## src/rtl/isdu_pkg.sv

```systemverilog
// isdu_pkg: state codes, opcodes and datapath mux encodings shared by the
// LC-3 instruction sequencer/decoder (isdu_param) and its wait timer.
package isdu_pkg;

  // State register encoding (legacy-compatible constant style)
  localparam int ST_W = 5;
  typedef logic [ST_W-1:0] state_t;

  localparam logic [4:0] S_HALTED   = 5'd0;
  localparam logic [4:0] S_FETCH    = 5'd1;
  localparam logic [4:0] S_RD_WAIT  = 5'd2;
  localparam logic [4:0] S_IR_LOAD  = 5'd3;
  localparam logic [4:0] S_DECODE   = 5'd4;
  localparam logic [4:0] S_ADD      = 5'd5;
  localparam logic [4:0] S_AND      = 5'd6;
  localparam logic [4:0] S_NOT      = 5'd7;
  localparam logic [4:0] S_BR       = 5'd8;
  localparam logic [4:0] S_BR_TAKEN = 5'd9;
  localparam logic [4:0] S_JMP      = 5'd10;
  localparam logic [4:0] S_JSR      = 5'd11;
  localparam logic [4:0] S_JSR_TGT  = 5'd12;
  localparam logic [4:0] S_LDR      = 5'd13;
  localparam logic [4:0] S_LD_WAIT  = 5'd14;
  localparam logic [4:0] S_LD_WB    = 5'd15;
  localparam logic [4:0] S_STR      = 5'd16;
  localparam logic [4:0] S_ST_DATA  = 5'd17;
  localparam logic [4:0] S_ST_WAIT  = 5'd18;
  localparam logic [4:0] S_PAUSE1   = 5'd19;
  localparam logic [4:0] S_PAUSE2   = 5'd20;

  // IR[15:12] opcodes
  localparam logic [3:0] OP_BR    = 4'b0000;
  localparam logic [3:0] OP_ADD   = 4'b0001;
  localparam logic [3:0] OP_JSR   = 4'b0100;
  localparam logic [3:0] OP_AND   = 4'b0101;
  localparam logic [3:0] OP_LDR   = 4'b0110;
  localparam logic [3:0] OP_STR   = 4'b0111;
  localparam logic [3:0] OP_NOT   = 4'b1001;
  localparam logic [3:0] OP_JMP   = 4'b1100;
  localparam logic [3:0] OP_PAUSE = 4'b1101;

  // PCMUX select
  localparam logic [1:0] PCMUX_PC1  = 2'b00;
  localparam logic [1:0] PCMUX_ADDR = 2'b01;
  localparam logic [1:0] PCMUX_BUS  = 2'b10;

  // ADDR2MUX select
  localparam logic [1:0] ADDR2_ZERO  = 2'b00;
  localparam logic [1:0] ADDR2_OFF6  = 2'b01;
  localparam logic [1:0] ADDR2_OFF9  = 2'b10;
  localparam logic [1:0] ADDR2_OFF11 = 2'b11;

  // ALU function
  localparam logic [1:0] ALUK_ADD   = 2'b00;
  localparam logic [1:0] ALUK_AND   = 2'b01;
  localparam logic [1:0] ALUK_NOT   = 2'b10;
  localparam logic [1:0] ALUK_PASSA = 2'b11;

endpackage

```

## src/rtl/isdu_wait_timer.sv

```systemverilog
// isdu_wait_timer: shared SRAM wait counter. Loads on a strobe, counts down
// to zero and holds there; Done is high while the count is zero.
module isdu_wait_timer #(
  parameter int W = 2
) (
  input  logic         Clk,
  input  logic         Reset,
  input  logic         Load,
  input  logic [W-1:0] Load_Value,
  output logic [W-1:0] Count,
  output logic         Done
);

  localparam logic [W-1:0] ONE = W'(1);

  logic [W-1:0] count_reg;

  // Load has priority; otherwise decrement until zero
  always_ff @(posedge Clk or posedge Reset) begin
    if (Reset)
      count_reg <= '0;
    else if (Load)
      count_reg <= Load_Value;
    else if (count_reg != '0)
      count_reg <= count_reg - ONE;
  end

  assign Count = count_reg;
  assign Done  = (count_reg == '0);

endmodule

```

## src/rtl/isdu_param.sv

```systemverilog
// isdu_param: parametrised LC-3 instruction sequencer/decoder.
// Optional PAUSE1/PAUSE2 handshake states are built only when the macro
// ISDU_PAUSE_EN is defined; otherwise opcode 1101 decodes as unknown.
// The first wait after an address is formed from MARMUX (LD_WAIT, ST_WAIT)
// spends one leading cycle with the strobe inactive so the address settles
// before OE/WE fall; instruction fetch (RD_WAIT) has no such cycle.
module isdu_param
  import isdu_pkg::*;
#(
  parameter int MEM_WAIT = 2,
  parameter int CNT_W    = 16
) (
  input  logic             Clk,
  input  logic             Reset,
  input  logic             Run,
  input  logic             Continue,
  input  logic [3:0]       Opcode,
  input  logic             IR_5,
  input  logic             IR_11,
  input  logic             BEN,
  output logic             LD_MAR,
  output logic             LD_MDR,
  output logic             LD_IR,
  output logic             LD_BEN,
  output logic             LD_CC,
  output logic             LD_REG,
  output logic             LD_PC,
  output logic             LD_LED,
  output logic             GatePC,
  output logic             GateMDR,
  output logic             GateALU,
  output logic             GateMARMUX,
  output logic [1:0]       PCMUX,
  output logic             DRMUX,
  output logic             SR1MUX,
  output logic             SR2MUX,
  output logic             ADDR1MUX,
  output logic [1:0]       ADDR2MUX,
  output logic [1:0]       ALUK,
  output logic             Mem_CE,
  output logic             Mem_UB,
  output logic             Mem_LB,
  output logic             Mem_OE,
  output logic             Mem_WE,
  output logic             Busy,
  output logic [CNT_W-1:0] Instr_Count
);

  localparam int TW = $clog2(MEM_WAIT + 2);
  // Load values: the state lasts (load value + 1) cycles
  localparam logic [TW-1:0] RD_LOAD = TW'(MEM_WAIT - 1);
  localparam logic [TW-1:0] LD_LOAD = TW'(MEM_WAIT);
  localparam logic [TW-1:0] ST_LOAD = TW'(MEM_WAIT + 1);
  localparam logic [CNT_W-1:0] CNT_ONE = CNT_W'(1);

  state_t           state_reg;
  state_t           state_next;
  logic [CNT_W-1:0] instr_count_reg;
  logic             timer_load;
  logic [TW-1:0]    timer_value;
  logic [TW-1:0]    timer_count;
  logic             timer_done;

  isdu_wait_timer #(.W(TW)) u_wait_timer (
    .Clk        (Clk),
    .Reset      (Reset),
    .Load       (timer_load),
    .Load_Value (timer_value),
    .Count      (timer_count),
    .Done       (timer_done)
  );

  // State register
  always_ff @(posedge Clk or posedge Reset) begin
    if (Reset)
      state_reg <= S_HALTED;
    else
      state_reg <= state_next;
  end

  // Retired-instruction counter: every exit from DECODE counts
  always_ff @(posedge Clk or posedge Reset) begin
    if (Reset)
      instr_count_reg <= '0;
    else if (state_reg == S_DECODE)
      instr_count_reg <= instr_count_reg + CNT_ONE;
  end

  // Timer is loaded on the edge that enters a wait state
  always_comb begin
    timer_load  = 1'b0;
    timer_value = RD_LOAD;
    case (state_reg)
      S_FETCH:   begin timer_load = 1'b1; timer_value = RD_LOAD; end
      S_LDR:     begin timer_load = 1'b1; timer_value = LD_LOAD; end
      S_ST_DATA: begin timer_load = 1'b1; timer_value = ST_LOAD; end
      default:   ;
    endcase
  end

  // Next-state logic
  always_comb begin
    state_next = state_reg;
    case (state_reg)
      S_HALTED:   if (Run) state_next = S_FETCH;
      S_FETCH:    state_next = S_RD_WAIT;
      S_RD_WAIT:  if (timer_done) state_next = S_IR_LOAD;
      S_IR_LOAD:  state_next = S_DECODE;
      S_DECODE: begin
        case (Opcode)
          OP_ADD:   state_next = S_ADD;
          OP_AND:   state_next = S_AND;
          OP_NOT:   state_next = S_NOT;
          OP_BR:    state_next = S_BR;
          OP_JMP:   state_next = S_JMP;
          OP_JSR:   state_next = S_JSR;
          OP_LDR:   state_next = S_LDR;
          OP_STR:   state_next = S_STR;
`ifdef ISDU_PAUSE_EN
          OP_PAUSE: state_next = S_PAUSE1;
`endif
          default:  state_next = S_FETCH;
        endcase
      end
      S_BR:       state_next = BEN ? S_BR_TAKEN : S_FETCH;
      S_JSR:      state_next = S_JSR_TGT;
      S_LDR:      state_next = S_LD_WAIT;
      S_LD_WAIT:  if (timer_done) state_next = S_LD_WB;
      S_STR:      state_next = S_ST_DATA;
      S_ST_DATA:  state_next = S_ST_WAIT;
      S_ST_WAIT:  if (timer_done) state_next = S_FETCH;
`ifdef ISDU_PAUSE_EN
      S_PAUSE1:   if (Continue) state_next = S_PAUSE2;
      S_PAUSE2:   if (!Continue) state_next = S_FETCH;
`endif
      default:    state_next = S_FETCH;
    endcase
  end

  // Datapath controls, decoded from the registered state only
  always_comb begin
    LD_MAR = 1'b0; LD_MDR = 1'b0; LD_IR = 1'b0; LD_BEN = 1'b0;
    LD_CC = 1'b0; LD_REG = 1'b0; LD_PC = 1'b0; LD_LED = 1'b0;
    GatePC = 1'b0; GateMDR = 1'b0; GateALU = 1'b0; GateMARMUX = 1'b0;
    PCMUX = PCMUX_PC1; DRMUX = 1'b0; SR1MUX = 1'b0; SR2MUX = 1'b0;
    ADDR1MUX = 1'b0; ADDR2MUX = ADDR2_ZERO; ALUK = ALUK_ADD;
    Mem_OE = 1'b1; Mem_WE = 1'b1;
    case (state_reg)
      S_FETCH:    begin GatePC = 1'b1; LD_MAR = 1'b1; LD_PC = 1'b1; PCMUX = PCMUX_PC1; end
      S_RD_WAIT:  begin Mem_OE = 1'b0; LD_MDR = timer_done; end
      S_IR_LOAD:  begin GateMDR = 1'b1; LD_IR = 1'b1; end
      S_DECODE:   LD_BEN = 1'b1;
      S_ADD:      begin SR2MUX = IR_5; GateALU = 1'b1; LD_REG = 1'b1; LD_CC = 1'b1; ALUK = ALUK_ADD; end
      S_AND:      begin SR2MUX = IR_5; GateALU = 1'b1; LD_REG = 1'b1; LD_CC = 1'b1; ALUK = ALUK_AND; end
      S_NOT:      begin GateALU = 1'b1; LD_REG = 1'b1; LD_CC = 1'b1; ALUK = ALUK_NOT; end
      S_BR_TAKEN: begin ADDR1MUX = 1'b0; ADDR2MUX = ADDR2_OFF9; PCMUX = PCMUX_ADDR; LD_PC = 1'b1; end
      S_JMP:      begin ADDR1MUX = 1'b1; ADDR2MUX = ADDR2_ZERO; PCMUX = PCMUX_ADDR; LD_PC = 1'b1; end
      S_JSR:      begin GatePC = 1'b1; DRMUX = 1'b1; LD_REG = 1'b1; end
      S_JSR_TGT: begin
        LD_PC = 1'b1;
        PCMUX = PCMUX_ADDR;
        ADDR1MUX = !IR_11;
        ADDR2MUX = IR_11 ? ADDR2_OFF11 : ADDR2_ZERO;
      end
      S_LDR, S_STR: begin ADDR1MUX = 1'b1; ADDR2MUX = ADDR2_OFF6; GateMARMUX = 1'b1; LD_MAR = 1'b1; end
      // Leading cycle (count still at load value) keeps OE high
      S_LD_WAIT:  begin Mem_OE = (timer_count == LD_LOAD); LD_MDR = timer_done; end
      S_LD_WB:    begin GateMDR = 1'b1; LD_REG = 1'b1; LD_CC = 1'b1; end
      S_ST_DATA:  begin SR1MUX = 1'b1; ALUK = ALUK_PASSA; GateALU = 1'b1; LD_MDR = 1'b1; end
      // Leading cycle keeps WE high; WE then low for MEM_WAIT+1 cycles
      S_ST_WAIT:  Mem_WE = (timer_count == ST_LOAD);
`ifdef ISDU_PAUSE_EN
      S_PAUSE1, S_PAUSE2: LD_LED = 1'b1;
`endif
      default:    ;
    endcase
  end

`ifndef ISDU_PAUSE_EN
  // Continue only matters for the pause handshake
  logic unused_continue;
  assign unused_continue = Continue;
`endif

  assign Mem_CE      = 1'b0;
  assign Mem_UB      = 1'b0;
  assign Mem_LB      = 1'b0;
  assign Busy        = (state_reg != S_HALTED);
  assign Instr_Count = instr_count_reg;

endmodule

```

## config.mk

```make
export PLATFORM = sky130hd
export DESIGN_NAME = isdu_param
export DESIGN_NICKNAME = d
export VERILOG_FILES = /design/src/rtl/isdu_pkg.sv /design/src/rtl/isdu_wait_timer.sv /design/src/rtl/isdu_param.sv
export SDC_FILE = /design/constraint.sdc
export NUM_CORES = 1
export LEC_CHECK = 0
export CAP_MARGIN = 20
export CORE_MARGIN = 4
export CORE_UTILIZATION = 47
export DETAILED_ROUTE_END_ITERATION = 8
export PLACE_DENSITY = 0.8
export SLEW_MARGIN = 0
export SYNTH_ARGS = -nofsm -noshare
export SYNTH_HDL_FRONTEND = slang
export SYNTH_SLANG_ARGS = --single-unit
```

## constraint.sdc

```tcl
create_clock -name Clk -period 1.85 [get_ports Clk]
set_input_delay 0.37 -clock Clk [delete_from_list [all_inputs] [get_ports Clk]]
set_output_delay 0.37 -clock Clk [all_outputs]
set_load 0.02 [all_outputs]
```

==> results.cfg <==
[power]
pwr-share-clk_pct = 7.4
p_sw_share_pct = 45.41
power.leakage_uw = 0.001418
p_total_uw = 4303
power.net_switching_uw = 1954
p_int_uw = 2349
pwr-share-seq_pct = 18.7
combPwrFrac_pct = 74.0
power.density_mw_per_mm2 = 1446
ir_worst_vdd_mv = 0.8492

[timing]
fin_setup_tns_ns = -2.494
setup_viol = 22
hold_violations = 0
timing.final.crit_period_ns = 2.097
slew_violations = 0
fin_skew_ns = 0.003348
clock.fmax_mhz = 476.9
finalCritPeriodShare_pct = 113.3
rsz0062_at_grt = yes
fin_ws_ns = -0.2467

[clock_tree]
cts.sinks = 23
cts_hold_buf = 0
clk_latency_ns = 0.27
clk_pin_slew_ns = 0.08
ctsHtreeMaxLevel = 1
root_buffer = clkbuf_8
cts_buffers = 3
clockBufferDepth = 2
cts_tree = done

[grt]
grt_pass1_wl_mm = 8.859
antenna_found_initial = 0
grt_max_degree = 24
grt.overflow.total = 0
grt_pass1_vias = 1922
grt_usage_pct = 22.11

[detailed_routing]
ant_nets = 0
routed_wl_mm = 6.602
vias = 2098
viasPerCell = 5.764
drtIter0Drc = 142
drc = 0
drt-pass1-iter-count = 4
wl_per_cell_um = 18.14

[logic_synthesis]
netlist_instances = 214
syn-cell-area_mm2 = 0.001803
yosys.area_share.adder_pct = 5.552
synth_top_family_by_area = simple AND/OR/NAND/NOR gates
synth_compound_area_share_pct = 14.99
ys_warn_count = 0
muxShareOfSynthArea_pct = 1.804
synth-edff-count = 0
ys_async_sr_fraction_pct = 100.0
avgSynthCellArea_um2 = 8.425
ys_ff_latch = 23
synthSimpleGateAreaFrac_pct = 27.69
synth_xor_area_share_pct = 9.230
synthFlopType = dfrtp_1
ys_seq_area_share_pct = 31.92
synth_cell_types = 50

[setup_path]
worstPathMaxFanout = 6
cp.arrival_ns = 1.73
r2r_cells = 7
path_cells = buf_4 > nand2b_4 > nor2_2 > a2bb2oi_2 > o21ai_0 > buf_2
cp.depth = 6
slowest_delay_ns = 0.46
cp_top_family = flip-flops
crit_required_ns = 1.48
worstSetupEndpointType = output port
worst-setup-path-type = reg2out
path_buf_inv = 2
crit_slowest_cell = dfrtp_2
startpoint_type = register

[cells_and_area]
fin_nets = 336
fin_util_pct = 80.70
nFillCells = 220
n_antenna_cell = 0
syn_to_final_growth_pct = 65.09
drive_above_1_share_pct = 44.62
largest_reg_flops = 16

[die]
die_area_mm2 = 0.004891
io_pins = 55
die_y_um = 69.94
start_util_pct = 48.88
die_width_um = 69.94
core_area_mm2 = 0.003689
rows = 22

[place]
place_hpwl_mm = 3.795
portBuffers = 48
globalplace.congestion = 0.8924

[status]
violations = setup timing
status = finished with violations

[min_path]
hp-class = in2async

[run]
drv_cap = 0
[through the flow]
step                      hold WS [ns]  cells  area, um^2  setup WS, ns
after floorplan                 0.3719    218        1837       0.02351
after global placement          0.4552    344        2628       -0.3713
after detailed placement        0.4659    344        2628       -0.3873
after global routing            0.4908    364        2977       -0.2608
after CTS                       0.4584    359        2796       -0.1402
final                           0.4400    364        2977       -0.2467
[repair_timing]
action | CTS | global route
gates resized for setup | 145 | 42
setup buffers | 11 | 5
endpoints found under the setup margin | 23 | 23
pin swaps | 10 | 7
[cells by family (layout without fill, tap and decap cells)]
family,after synthesis,count (layout)
buffers and inverters,29,127
other,1,5
and+or+nand+nor,89,89
xor gates and xnor gates,19,19
DFF,23,23
adders and majority gates,8,8
AOI/OAI and AO/OA,42,42
muxes,3,3
[power by group through the flow]
stage          Combinational [uW]  Sequential [uW]  Clock (uW)
2_1_floorplan                1390              777           0
6_report                     3180              804         317
3_3_place_gp                 2440              776           0
5_1_grt                      3330              817         343
4_1_cts                      2690              785         314
3_5_place_dp                 2470              784           0
[area by class of cell]
type / instances / area (um^2) / area share [%]
clock buffer: 4 / 45.04 / 1.513
inverter: 10 / 40.04 / 1.345
multi-input combinational: 166 / 1259 / 42.29
sequential: 23 / 581.8 / 19.55
tap: 48 / 60.06 / 2.018
timing repair buffer: 113 / 991.0 / 33.29
[worst min-delay path, delay by kind of cell]
kind	cells	cell delay, ns
buffers and inverters	3	0.73
[path summary, 6_finish.rpt]
path                            startpoint               endpoint  slack [ns]
min in group Clk           Instr_Count[15]        Instr_Count[15]        0.48
max                           state_reg[1]                 LD_MDR       -0.25
max in group asynchronous            Reset           state_reg[2]        1.16
max reg2reg                   state_reg[1]  u_wait_timer.Count[1]       -0.01
min reg2reg                Instr_Count[15]        Instr_Count[15]        0.48
min                                  Reset         Instr_Count[8]        0.44
[synth_stat cells, drive strengths merged (4+ instances only)]
| master | instances | share of area (%) |
|---|---|---|
| o21ai | 9 | 2.5 |
| nor2 | 25 | 5.2 |
| nand2 | 17 | 3.5 |
| xnor2 | 7 | 3.4 |
| inv | 10 | 2.1 |
| nand2b | 4 | 1.4 |
| nand3 | 7 | 1.9 |
| clkbuf | 4 | 0.83 |
| ha | 8 | 5.6 |
| dfrtp | 23 | 32 |
| xor2 | 12 | 5.8 |
| nor3 | 6 | 2.2 |
| nor3b | 4 | 1.9 |
| buf | 15 | 5.7 |
| or2 | 4 | 1.4 |
| nor2b | 6 | 2.1 |
| a21oi | 12 | 3.3 |
[per-layer routing]
metal / up-vias / track usage (%) / wire length, um
li1: 936 / - / -
met1: 1018 / 27.93 / 2555
met2: 112 / 37.57 / 3308
met3: 32 / 3.597 / 421
met4: 0 / 8.511 / 316
met5: - / 0 / 0
[cell usage in the layout (no fill, tap or decap), types with 4 or more instances in the layout]
cell type        count
inv_1                9
buf_2                4
nand2_1             14
nor2_1              20
o21ai_0              6
xnor2_1              7
ha_1                 8
dfrtp_1             18
dfrtp_2              5
conb_1               5
nand3_1              6
buf_4               60
clkdlybuf4s50_1     25
xor2_1              11
a21oi_1              9
buf_6               23
No activity file was read; power rests on OpenSTA's default activity.
